[src/rtl/instr_fetch_unit_pkg.sv]
// Shared encodings for the instruction fetch unit: next-PC select codes,
// fetch error causes, FSM state encoding and the NOP word.
package instr_fetch_unit_pkg;

  localparam logic [3:0] PC_SEL_BOOT   = 4'd0;
  localparam logic [3:0] PC_SEL_PLUS4  = 4'd1;
  localparam logic [3:0] PC_SEL_BRANCH = 4'd2;
  localparam logic [3:0] PC_SEL_JUMP   = 4'd3;
  localparam logic [3:0] PC_SEL_EXC    = 4'd4;
  localparam logic [3:0] PC_SEL_HOLD   = 4'd5;

  localparam logic [1:0] FETCH_ERR_NONE     = 2'd0;
  localparam logic [1:0] FETCH_ERR_BUS      = 2'd1;
  localparam logic [1:0] FETCH_ERR_TIMEOUT  = 2'd2;
  localparam logic [1:0] FETCH_ERR_MISALIGN = 2'd3;

  localparam logic [31:0] NOP_ENC = 32'h0000_0013;

  typedef enum logic [1:0] {
    S_IDLE = 2'd0,
    S_REQ  = 2'd1,
    S_WAIT = 2'd2,
    S_DONE = 2'd3
  } fetch_state_e;

  function automatic logic is_word_aligned(input logic [31:0] addr);
    return (addr[1:0] == 2'b00);
  endfunction

endpackage

[src/rtl/instr_fetch_unit_if.sv]
// Instruction-memory port of the fetch unit: master = fetch unit, slave = memory.
interface instr_fetch_unit_if;
  // Handshake: imem_req/imem_addr are held stable until a cycle with imem_gnt=1,
  // which accepts the request. Exactly one response follows, marked by a
  // single-cycle imem_rvalid; imem_rdata and imem_err are meaningful only then.
  logic        imem_req;
  logic [31:0] imem_addr;
  logic        imem_gnt;
  logic        imem_rvalid;
  logic [31:0] imem_rdata;
  logic        imem_err;

  modport master (
    output imem_req, imem_addr,
    input  imem_gnt, imem_rvalid, imem_rdata, imem_err
  );

  modport slave (
    input  imem_req, imem_addr,
    output imem_gnt, imem_rvalid, imem_rdata, imem_err
  );
endinterface

[src/rtl/instr_fetch_unit_next_pc_mux.sv]
// Combinational next-PC selection; unused select codes keep the PC where it is.
module next_pc_mux
  import instr_fetch_unit_pkg::*;
(
  input  logic [3:0]  i_sel,
  input  logic [31:0] i_pc,
  input  logic [31:0] i_boot_addr,
  input  logic [31:0] i_branch_target,
  input  logic [31:0] i_jump_target,
  input  logic [31:0] i_exc_vector,
  output logic [31:0] o_next_pc
);

  always_comb begin
    o_next_pc = i_pc;
    case (i_sel)
      PC_SEL_BOOT:   o_next_pc = i_boot_addr;
      PC_SEL_PLUS4:  o_next_pc = i_pc + 32'd4;
      PC_SEL_BRANCH: o_next_pc = i_branch_target;
      PC_SEL_JUMP:   o_next_pc = i_jump_target;
      PC_SEL_EXC:    o_next_pc = i_exc_vector;
      PC_SEL_HOLD:   o_next_pc = i_pc;
      default:       o_next_pc = i_pc;
    endcase
  end

endmodule

[src/rtl/instr_fetch_unit.sv]
// Fetch responder: on a controller pulse, picks the next PC, reads one word from
// instruction memory with a timeout, and reports it with a one-cycle done pulse.
module instr_fetch_unit
  import instr_fetch_unit_pkg::*;
#(
  parameter int          TIMEOUT_CYCLES = 255,
  parameter logic [31:0] NOP_INSTR      = NOP_ENC
) (
  input  logic                      clk,
  input  logic                      rst,
  input  logic                      fetch_req,
  input  logic [3:0]                pc_mux_sel,
  input  logic [31:0]               boot_addr,
  input  logic [31:0]               branch_target,
  input  logic [31:0]               jump_target,
  input  logic [31:0]               exc_vector,
  output logic                      busy,
  output logic                      fetch_done,
  output logic [31:0]               instr_out,
  output logic [31:0]               pc_out,
  output logic                      fetch_err,
  output logic [1:0]                err_cause,
  output fetch_state_e              dbg_state,
  instr_fetch_unit_if.master        imem
);

  localparam int TW = $clog2(TIMEOUT_CYCLES + 1);

  fetch_state_e  r_state;
  logic [31:0]   r_pc;
  logic [TW-1:0] r_timer;
  logic          r_drop_pending;
  logic [31:0]   r_instr;
  logic [1:0]    r_err_cause;

  logic [31:0]   w_next_pc;
  logic          w_in_flight;
  logic          w_timeout;
  logic          w_req;
  logic          w_req_gnt;

  next_pc_mux u_next_pc_mux (
    .i_sel           (pc_mux_sel),
    .i_pc            (r_pc),
    .i_boot_addr     (boot_addr),
    .i_branch_target (branch_target),
    .i_jump_target   (jump_target),
    .i_exc_vector    (exc_vector),
    .o_next_pc       (w_next_pc)
  );

  assign w_in_flight = (r_state == S_REQ) || (r_state == S_WAIT);
  assign w_timeout   = w_in_flight && (r_timer == TW'(TIMEOUT_CYCLES - 1));
  // A response still owed to an aborted fetch must drain before a new request.
  assign w_req       = (r_state == S_REQ) && !r_drop_pending;
  assign w_req_gnt   = w_req && imem.imem_gnt;

  always_ff @(posedge clk or negedge rst) begin
    if (!rst) begin
      r_state        <= S_IDLE;
      r_pc           <= '0;
      r_timer        <= '0;
      r_drop_pending <= 1'b0;
      r_instr        <= '0;
      r_err_cause    <= FETCH_ERR_NONE;
    end else begin
      if (r_drop_pending && imem.imem_rvalid) r_drop_pending <= 1'b0;
      if (w_in_flight && (r_timer != TW'(TIMEOUT_CYCLES))) r_timer <= r_timer + TW'(1);

      case (r_state)
        S_IDLE: begin
          if (fetch_req) begin
            r_pc    <= w_next_pc;
            r_timer <= '0;
            if (!is_word_aligned(w_next_pc)) begin
              r_state     <= S_DONE;
              r_err_cause <= FETCH_ERR_MISALIGN;
              r_instr     <= NOP_INSTR;
            end else begin
              r_state <= S_REQ;
            end
          end
        end
        S_REQ: begin
          // Timeout beats a same-cycle grant; the granted response is then orphaned.
          if (w_timeout) begin
            r_state     <= S_DONE;
            r_err_cause <= FETCH_ERR_TIMEOUT;
            r_instr     <= NOP_INSTR;
            if (w_req_gnt) r_drop_pending <= 1'b1;
          end else if (w_req_gnt) begin
            r_state <= S_WAIT;
          end
        end
        S_WAIT: begin
          if (imem.imem_rvalid) begin
            r_state <= S_DONE;
            if (imem.imem_err) begin
              r_err_cause <= FETCH_ERR_BUS;
              r_instr     <= NOP_INSTR;
            end else begin
              r_err_cause <= FETCH_ERR_NONE;
              r_instr     <= imem.imem_rdata;
            end
          end else if (w_timeout) begin
            r_state        <= S_DONE;
            r_err_cause    <= FETCH_ERR_TIMEOUT;
            r_instr        <= NOP_INSTR;
            r_drop_pending <= 1'b1;
          end
        end
        S_DONE: r_state <= S_IDLE;
        default: r_state <= S_IDLE;
      endcase
    end
  end

  assign busy           = (r_state != S_IDLE);
  assign fetch_done     = (r_state == S_DONE);
  assign fetch_err      = fetch_done && (r_err_cause != FETCH_ERR_NONE);
  assign instr_out      = r_instr;
  assign pc_out         = r_pc;
  assign err_cause      = r_err_cause;
  assign dbg_state      = r_state;
  assign imem.imem_req  = w_req;
  assign imem.imem_addr = r_pc;

endmodule

[src/flat_wrapper.sv]
// flat-port wrapper written by rule: the top's interface ports become plain ports
module instr_fetch_unit_flat import instr_fetch_unit_pkg::*;
#(
  parameter int          TIMEOUT_CYCLES = 255,
  parameter logic [31:0] NOP_INSTR      = NOP_ENC
)
  (clk, rst, fetch_req, pc_mux_sel, boot_addr, branch_target, jump_target, exc_vector, busy, fetch_done, instr_out, pc_out, fetch_err, err_cause, dbg_state, imem_imem_req, imem_imem_addr, imem_imem_gnt, imem_imem_rvalid, imem_imem_rdata, imem_imem_err);
  instr_fetch_unit_if imem_i ();
  input  logic clk;
  input  logic rst;
  input  logic fetch_req;
  input  logic [3:0] pc_mux_sel;
  input  logic [31:0] boot_addr;
  input  logic [31:0] branch_target;
  input  logic [31:0] jump_target;
  input  logic [31:0] exc_vector;
  output logic busy;
  output logic fetch_done;
  output logic [31:0] instr_out;
  output logic [31:0] pc_out;
  output logic fetch_err;
  output logic [1:0] err_cause;
  output fetch_state_e dbg_state;
  output wire logic [$bits(imem_i.imem_req)-1:0] imem_imem_req;
  output wire logic [$bits(imem_i.imem_addr)-1:0] imem_imem_addr;
  input wire logic [$bits(imem_i.imem_gnt)-1:0] imem_imem_gnt;
  input wire logic [$bits(imem_i.imem_rvalid)-1:0] imem_imem_rvalid;
  input wire logic [$bits(imem_i.imem_rdata)-1:0] imem_imem_rdata;
  input wire logic [$bits(imem_i.imem_err)-1:0] imem_imem_err;
  assign imem_imem_req = imem_i.imem_req;
  assign imem_imem_addr = imem_i.imem_addr;
  assign imem_i.imem_gnt = imem_imem_gnt;
  assign imem_i.imem_rvalid = imem_imem_rvalid;
  assign imem_i.imem_rdata = imem_imem_rdata;
  assign imem_i.imem_err = imem_imem_err;
  instr_fetch_unit #(.TIMEOUT_CYCLES(TIMEOUT_CYCLES), .NOP_INSTR(NOP_INSTR)) u_core (.clk(clk), .rst(rst), .fetch_req(fetch_req), .pc_mux_sel(pc_mux_sel), .boot_addr(boot_addr), .branch_target(branch_target), .jump_target(jump_target), .exc_vector(exc_vector), .busy(busy), .fetch_done(fetch_done), .instr_out(instr_out), .pc_out(pc_out), .fetch_err(fetch_err), .err_cause(err_cause), .dbg_state(dbg_state), .imem(imem_i));
endmodule
[config.mk]
export PLATFORM = sky130hd
export DESIGN_NAME = instr_fetch_unit_flat
export DESIGN_NICKNAME = d
export VERILOG_FILES = /design/src/rtl/instr_fetch_unit_pkg.sv /design/src/rtl/instr_fetch_unit_if.sv /design/src/rtl/instr_fetch_unit_next_pc_mux.sv /design/src/rtl/instr_fetch_unit.sv /design/src/flat_wrapper.sv
export SDC_FILE = /design/constraint.sdc
export NUM_CORES = 1
export LEC_CHECK = 0
export BUFFER_PORTS_ARGS = -buffer_cell sky130_fd_sc_hd__buf_2
export CAP_MARGIN = 20
export CORE_ASPECT_RATIO = 0.6
export CORE_MARGIN = 1
export CORE_UTILIZATION = 40
export CTS_CLUSTER_SIZE = 12
export DETAILED_ROUTE_END_ITERATION = 10
export HOLD_SLACK_MARGIN = 0.08
export MAX_ROUTING_LAYER = met4
export PLACE_DENSITY = 0.75
export SYNTH_ARGS = -nofsm -noshare
export SYNTH_HDL_FRONTEND = slang
export SYNTH_SLANG_ARGS = --single-unit
[constraint.sdc]
create_clock -name clk -period 5.68 [get_ports clk]
set_clock_uncertainty 0.1 [all_clocks]
set_input_delay 1.136 -clock clk [delete_from_list [all_inputs] [get_ports clk]]
set_output_delay 1.136 -clock clk [all_outputs]
set_load 0.02 [all_outputs]
### After elaboration in Yosys (flattened, before gate mapping)

Index checks and enable logic that the tools add are counted.

* register bits after elaboration: 77
* bits in latches: 0
* memory bits (writable): 0
* memory bits (read-only): 0
* input bits: 170
* output and inout port bits: 104
* word-level logic and storage cells: 70
* memories kept: 0

* add/sub/neg operators: 2
* multipliers: 0
* divide/modulo/power cells: 0
* magnitude comparators: 0
* eq/ne operators: 13
* shifts and indexed selects: 0
* mux-type cells: 29
* bitwise operators: 0
* reduce and logical (&&, ||, !) cells: 19

Operator list (number)
* 2-to-1 mux 32 bit: 5
* case mux 32 bit (5 select lines): 1
* case mux 32 bit (3 select lines): 1
* adder 32 x 3 -> 32 bit (second input constant): 1
* 2-to-1 mux 8 bit: 3
* 2-to-1 mux 2 bit: 10
* AND reduction 3 bit: 3
* adder 8 x 1 -> 8 bit (second input constant): 1
* == test 4 x 2 -> 1 bit (second input constant): 2
* == test 8 bit (second input constant): 1
* != test 8 bit (second input constant): 1
* case mux 2 bit (4 select lines): 1
* logical AND 1 bit: 6
* 2-to-1 mux 1 bit: 6
* case mux 2 bit (3 select lines): 1
* nonzero test 5 bit: 1
* == test 2 bit (second input constant): 2
* == test 4 x 1 -> 1 bit (second input constant): 1
* == test 4 x 3 -> 1 bit (second input constant): 1
* zero test 2 bit: 2
* zero test 4 bit: 1
* != test 2 bit (second input constant): 2
* nonzero test 2 bit: 2
* != test 3 x 1 -> 1 bit (second input constant): 1
* other kinds (7): 7

### Longest topological paths before layout

* word-level depth: 6
* depth in mapped cells: 9
* depth with buffers taken out: 7

### Hierarchy

Synthesis repeated with hierarchy kept, for this count alone.

* cells, all modules: 691
* area total of the unflattened synthesis: 5853.1 um^2

Modules (own cells, without submodules)
* instr_fetch_unit: instances 1, cells each 350, area an instance 3572.2 um^2, sequential area each 1926.8 um^2
* next_pc_mux: instances 1, cells each 341, area an instance 2280.9 um^2, sequential area each 0.0 um^2

### Worst setup path after synthesis

OpenSTA, ideal clock, no wires.

* path kind: input to register
* start point: input pc_mux_sel[1]
* end point: register u_core.r_instr[15], in the netlist u_core.instr_out[15]
* library setup time: 121 ps
* data arrival time: 2700 ps
* data required time: 5459 ps
* setup slack: 2759 ps
* stages on the path: 9
* path buffers: 4
* cell sequence: buf_6 mux2_4 a222oi_1 and2_1 buf_2 a211oi_2 buf_4 buf_6 a22o_1

* cells in the longest elaborated chain, start to end: 5
* elaborated cells between the ends (all ways): 9
* classes of those cells: 5 x eq/ne; 1 x mux; 3 x reduce/logical

Ends and longest elaborated chain
* from (decl): RTL line flat_wrapper.sv:12 `input logic [3:0] pc_mux_sel;`
* == test 4 x 3 -> 1 bit, or another cell as far along: RTL line instr_fetch_unit_next_pc_mux.sv:16 `case (i_sel)`
* case mux 32 bit (5 select lines) (*): RTL line instr_fetch_unit_next_pc_mux.sv:16
* zero test 2 bit (*): RTL line instr_fetch_unit_pkg.sv:27 `return (addr[1:0] == 2'b00);`
* != test 2 bit (no source line) (*)
* AND reduction 3 bit (no source line) (*)
* to (signal assigned): RTL line instr_fetch_unit.sv:103 `r_instr <= imem.imem_rdata;`
* to (decl): RTL line instr_fetch_unit.sv:33 `logic [31:0] r_instr;`

Every way passes the cells marked *; elsewhere a longest branch is shown, timed or not.
A chain may end at the register's enable or synchronous reset.

### Final worst setup path

* start point: input pc_mux_sel[3]
* end point: register u_core.r_instr[27], in the netlist u_core.instr_out[27]

The elaborated chain is that of the path after synthesis.

==> flow_results.xml <==
<?xml version="1.0" encoding="UTF-8"?>
<metrics>
  <group name="clock_tree">
    <metric name="cts-htree-levels" unit="">3</metric>
    <metric name="clockRootBuffer" unit="">sky130_fd_sc_hd__clkbuf_16</metric>
    <metric name="post_cts_buffers" unit="">0</metric>
    <metric name="cts_max_path_buffers" unit="">2</metric>
    <metric name="cts_hold_buf" unit="">0</metric>
    <metric name="cts-buffers-inserted" unit="">9</metric>
    <metric name="cts.reportedPaths.clkPinSlew" unit="ns">0.07</metric>
    <metric name="tritoncts_clock_tree" unit="">yes</metric>
    <metric name="worstSkewPairLatency" unit="ns">0.34</metric>
    <metric name="cts_sinks" unit="">77</metric>
    <metric name="post_cts_resize_count" unit="">0</metric>
  </group>
  <group name="layout">
    <metric name="drive_above_1_share" unit="">0.403</metric>
    <metric name="area_delta_synth_final" unit="%">32.1</metric>
    <metric name="most-common-layout-cells" unit="">sky130_fd_sc_hd__buf_2 (272), sky130_fd_sc_hd__dfrtp_1 (77), sky130_fd_sc_hd__o21ai_0 (40), sky130_fd_sc_hd__nand2_1 (37), sky130_fd_sc_hd__a22o_1 (33)</metric>
    <metric name="fin_nets" unit="">942</metric>
    <metric name="layout.cells.most_common" unit="">sky130_fd_sc_hd__buf_2</metric>
  </group>
  <group name="critical_path">
    <metric name="critical_path.max_stage_delay" unit="ns">0.88</metric>
    <metric name="worst-setup-path-type" unit="">in2reg</metric>
    <metric name="slowest_stage" unit="">sky130_fd_sc_hd__and4bb_2</metric>
    <metric name="critical_path_required" unit="ns">5.85</metric>
    <metric name="worst_setup_path_end_kind" unit="">flop</metric>
    <metric name="sequence_of_cells_on_the_critical_path" unit="">buf_2 -&gt; and4bb_2 -&gt; a22oi_1 -&gt; and4_1 -&gt; a211oi_4 -&gt; buf_8 -&gt; a22o_1</metric>
    <metric name="worst_setup_path_start_kind" unit="">input pin</metric>
    <metric name="worst-path-max-fanout" unit="">32</metric>
    <metric name="worstPathBufferInverterCount" unit="">2</metric>
    <metric name="worst-endpoint-arrival" unit="ns">3.58</metric>
    <metric name="path_delay_family" unit="">simple AND/OR/NAND/NOR gates</metric>
  </group>
  <group name="sta">
    <metric name="final.period_utilization" unit="">0.600</metric>
    <metric name="timing.final.crit_period" unit="ns">3.41</metric>
    <metric name="postLayoutSetupSlackWorst" unit="ns">2.27</metric>
    <metric name="finalSetupTns" unit="ns">0</metric>
    <metric name="final-max-slew-violation-count" unit="">0</metric>
    <metric name="grt_setup_unrepaired" unit="">false</metric>
    <metric name="tightest_slew" unit="ns">0.909</metric>
    <metric name="hold_violations" unit="">0</metric>
    <metric name="finalSetupViolations" unit="">0</metric>
    <metric name="relSlewSlack" unit="">0.391</metric>
    <metric name="fmax" unit="MHz">293</metric>
  </group>
  <group name="synthesis">
    <metric name="postSynthNetCount" unit="">721</metric>
    <metric name="yosys.area.top_type_share" unit="">0.390</metric>
    <metric name="main_area_contributors_after_synthesis" unit="">sky130_fd_sc_hd__dfrtp_1 (39%), sky130_fd_sc_hd__a222oi_1 (5.9%), sky130_fd_sc_hd__a22o_1 (5.8%)</metric>
    <metric name="synthesis.area" unit="um2">4940</metric>
    <metric name="ys_async_sr_fraction" unit="">1.00</metric>
    <metric name="synth_area_leader_cell" unit="">sky130_fd_sc_hd__dfrtp_1</metric>
    <metric name="synth-seq-area-share" unit="">0.390</metric>
    <metric name="post_synth_inst_count" unit="">543</metric>
    <metric name="synth_area_per_cell" unit="um2">9.10</metric>
    <metric name="synth_cell_types" unit="">59</metric>
    <metric name="synthesis.yosys.warnings" unit="">0</metric>
    <metric name="synth.ff_latch_count" unit="">77</metric>
    <metric name="synth_ff_type" unit="">sky130_fd_sc_hd__dfrtp_1</metric>
    <metric name="post_synth_edffs" unit="">0</metric>
  </group>
  <group name="placed_design">
    <metric name="dp.final_hpwl" unit="um">12100</metric>
    <metric name="detailedPlace.worstSlack" unit="ns">1.46</metric>
    <metric name="routabilityCongestion" unit="">0.894</metric>
    <metric name="buffer_ports.inserted" unit="">273</metric>
  </group>
  <group name="flow_run">
    <metric name="cap_viol_max_count" unit="">0</metric>
  </group>
  <group name="floorplanning">
    <metric name="die_w" unit="um">145</metric>
    <metric name="floorplan.initialDensity" unit="">0.410</metric>
    <metric name="dieArea" unit="um2">12800</metric>
    <metric name="row_count" unit="">31</metric>
    <metric name="floorplan.die.height" unit="um">88.1</metric>
    <metric name="design.portCount" unit="">274</metric>
    <metric name="core_area" unit="um2">12100</metric>
  </group>
  <group name="detailed_routing">
    <metric name="drt-pass1-iter-count" unit="">9</metric>
    <metric name="postRouteWirelength" unit="um">16800</metric>
    <metric name="route.detailed.vias_per_inst" unit="">5.84</metric>
    <metric name="drt.antenna.violating_nets" unit="">0</metric>
    <metric name="routed_vias" unit="">5456</metric>
    <metric name="drt_iter0_markers" unit="">461</metric>
    <metric name="drt-wirelength-per-cell" unit="um">18.0</metric>
    <metric name="drt_drc_violations_left" unit="">0</metric>
  </group>
  <group name="power_and_ir_drop">
    <metric name="static-leakage-power" unit="nW">3.26</metric>
    <metric name="vdd_drop_max" unit="uV">242</metric>
    <metric name="powerDensity" unit="nW/um2">447</metric>
    <metric name="total_power" unit="W">0.00292</metric>
  </group>
  <group name="grt">
    <metric name="gr-usage-all-layers" unit="">0.265</metric>
    <metric name="total_grt_overflow" unit="">0</metric>
    <metric name="first_global_vias" unit="">4785</metric>
    <metric name="antenna_found_initial" unit="">1</metric>
    <metric name="grt_first_pass_wirelength" unit="um">25600</metric>
    <metric name="grt_start_max_net_pins" unit="">78</metric>
  </group>
  <group name="outcome">
    <metric name="status" unit="">finished clean</metric>
  </group>
  <group name="worst_hold_path">
    <metric name="hold_path.class" unit="">reg2reg</metric>
  </group>
</metrics>
[through the flow]
step,hold WS [ns],area (um2),utilization,instances
floorplan,0.398,4940,-,543
global placement,0.384,6180,0.512,915
detailed placement,0.385,6180,0.512,915
CTS,0.406,6480,0.537,931
global route,0.425,6530,0.541,935
finish,0.400,6530,0.541,935
[where the power goes]
part	switching, W	internal, W
sequential	0.000238	0.000724
combinational	0.000894	0.000484
clock	0.000265	0.000311
total	0.00140	0.00152
[cell type report]
class / count / area (um2)
clock buffer: 9 / 225
sequential: 77 / 1930
fill: 1129 / 5530
antenna: 1 / 2.50
multi-input combinational: 375 / 2560
inverter: 18 / 67.6
clock inverter: 7 / 71.3
timing repair buffer: 283 / 1470
tap: 165 / 206
[state kept, by name, indices dropped and copies added, names as in the netlist]
| signal | cells |
|---|---|
| u_core.imem.imem_addr | 32 |
| u_core.instr_out | 32 |
| u_core.r_timer | 8 |
| u_core.dbg_state | 2 |
| u_core.err_cause | 2 |
| u_core.r_drop_pending | 1 |
[final timing paths]
check	start	endpoint	slack [ns]	depth (start not counted)
setup / recovery	pc_mux_sel[3]	u_core.instr_out[27]	2.27	7
hold / removal	u_core.instr_out[11]	u_core.instr_out[11]	0.40	1
setup reg to reg	u_core.dbg_state[0]	u_core.imem.imem_addr[16]	2.67	7
hold reg to reg	u_core.instr_out[11]	u_core.instr_out[11]	0.40	1
max in group asynchronous	rst	u_core.r_timer[0]	4.38	2
min in group asynchronous	rst	u_core.instr_out[0]	0.52	1
[cell usage after synthesis (2+ instances only)]
master and n:
sky130_fd_sc_hd__buf_1 4, sky130_fd_sc_hd__nand4b_1 3, sky130_fd_sc_hd__a22o_1 33, sky130_fd_sc_hd__clkbuf_1 24, sky130_fd_sc_hd__nor4b_1 2, sky130_fd_sc_hd__nor4_1 5
sky130_fd_sc_hd__nand3b_1 2, sky130_fd_sc_hd__a2111oi_0 4, sky130_fd_sc_hd__and3_1 9, sky130_fd_sc_hd__o31ai_1 5, sky130_fd_sc_hd__xor2_1 5, sky130_fd_sc_hd__a21boi_0 7
sky130_fd_sc_hd__a211oi_1 10, sky130_fd_sc_hd__buf_4 33, sky130_fd_sc_hd__and4_1 4, sky130_fd_sc_hd__o21ai_0 41, sky130_fd_sc_hd__mux2_2 2, sky130_fd_sc_hd__o21a_1 3
sky130_fd_sc_hd__and2_1 6, sky130_fd_sc_hd__ha_1 8, sky130_fd_sc_hd__nand4_1 15, sky130_fd_sc_hd__nand3_1 14, sky130_fd_sc_hd__o2bb2ai_1 5, sky130_fd_sc_hd__buf_2 10
sky130_fd_sc_hd__dfrtp_1 77, sky130_fd_sc_hd__a222oi_1 29, sky130_fd_sc_hd__xnor2_1 2, sky130_fd_sc_hd__nand2_1 37, sky130_fd_sc_hd__buf_6 2, sky130_fd_sc_hd__a221oi_1 2
sky130_fd_sc_hd__or3_1 2, sky130_fd_sc_hd__nor2_1 29, sky130_fd_sc_hd__a22oi_1 2, sky130_fd_sc_hd__nor3_1 10, sky130_fd_sc_hd__o31a_1 5, sky130_fd_sc_hd__a21oi_1 27
sky130_fd_sc_hd__nand2b_1 4, sky130_fd_sc_hd__a31oi_1 10, sky130_fd_sc_hd__nor2b_1 2, sky130_fd_sc_hd__o22ai_1 6, sky130_fd_sc_hd__a21o_1 5, sky130_fd_sc_hd__o311a_1 3
sky130_fd_sc_hd__inv_1 18, sky130_fd_sc_hd__o211ai_1 2
[cell families (layout without fill, tap and decap cells)]
| family | after synthesis | in the layout | synth area share |
|---|---|---|---|
| adder cells (fa/ha/maj) | 8 | 8 | 0.0203 |
| flip-flops | 77 | 77 | 0.390 |
| other | 0 | 1 | 0 |
| XOR/XNOR | 7 | 7 | 0.0124 |
| AO/OA/AOI/OAI | 208 | 208 | 0.309 |
| buffers and inverters | 91 | 317 | 0.0998 |
| AND/OR/NAND/NOR | 148 | 148 | 0.159 |
| multiplexers | 4 | 4 | 0.00962 |
[metal layers]
metal,track usage,share of wire,up-vias
met5,-,0,-
met4,0.0536,0.011,0
met3,0.0432,0.080,16
met2,0.385,0.43,312
met1,0.384,0.48,2612
li1,-,-,2516
Note: power is estimated with default switching activity, not from simulation.
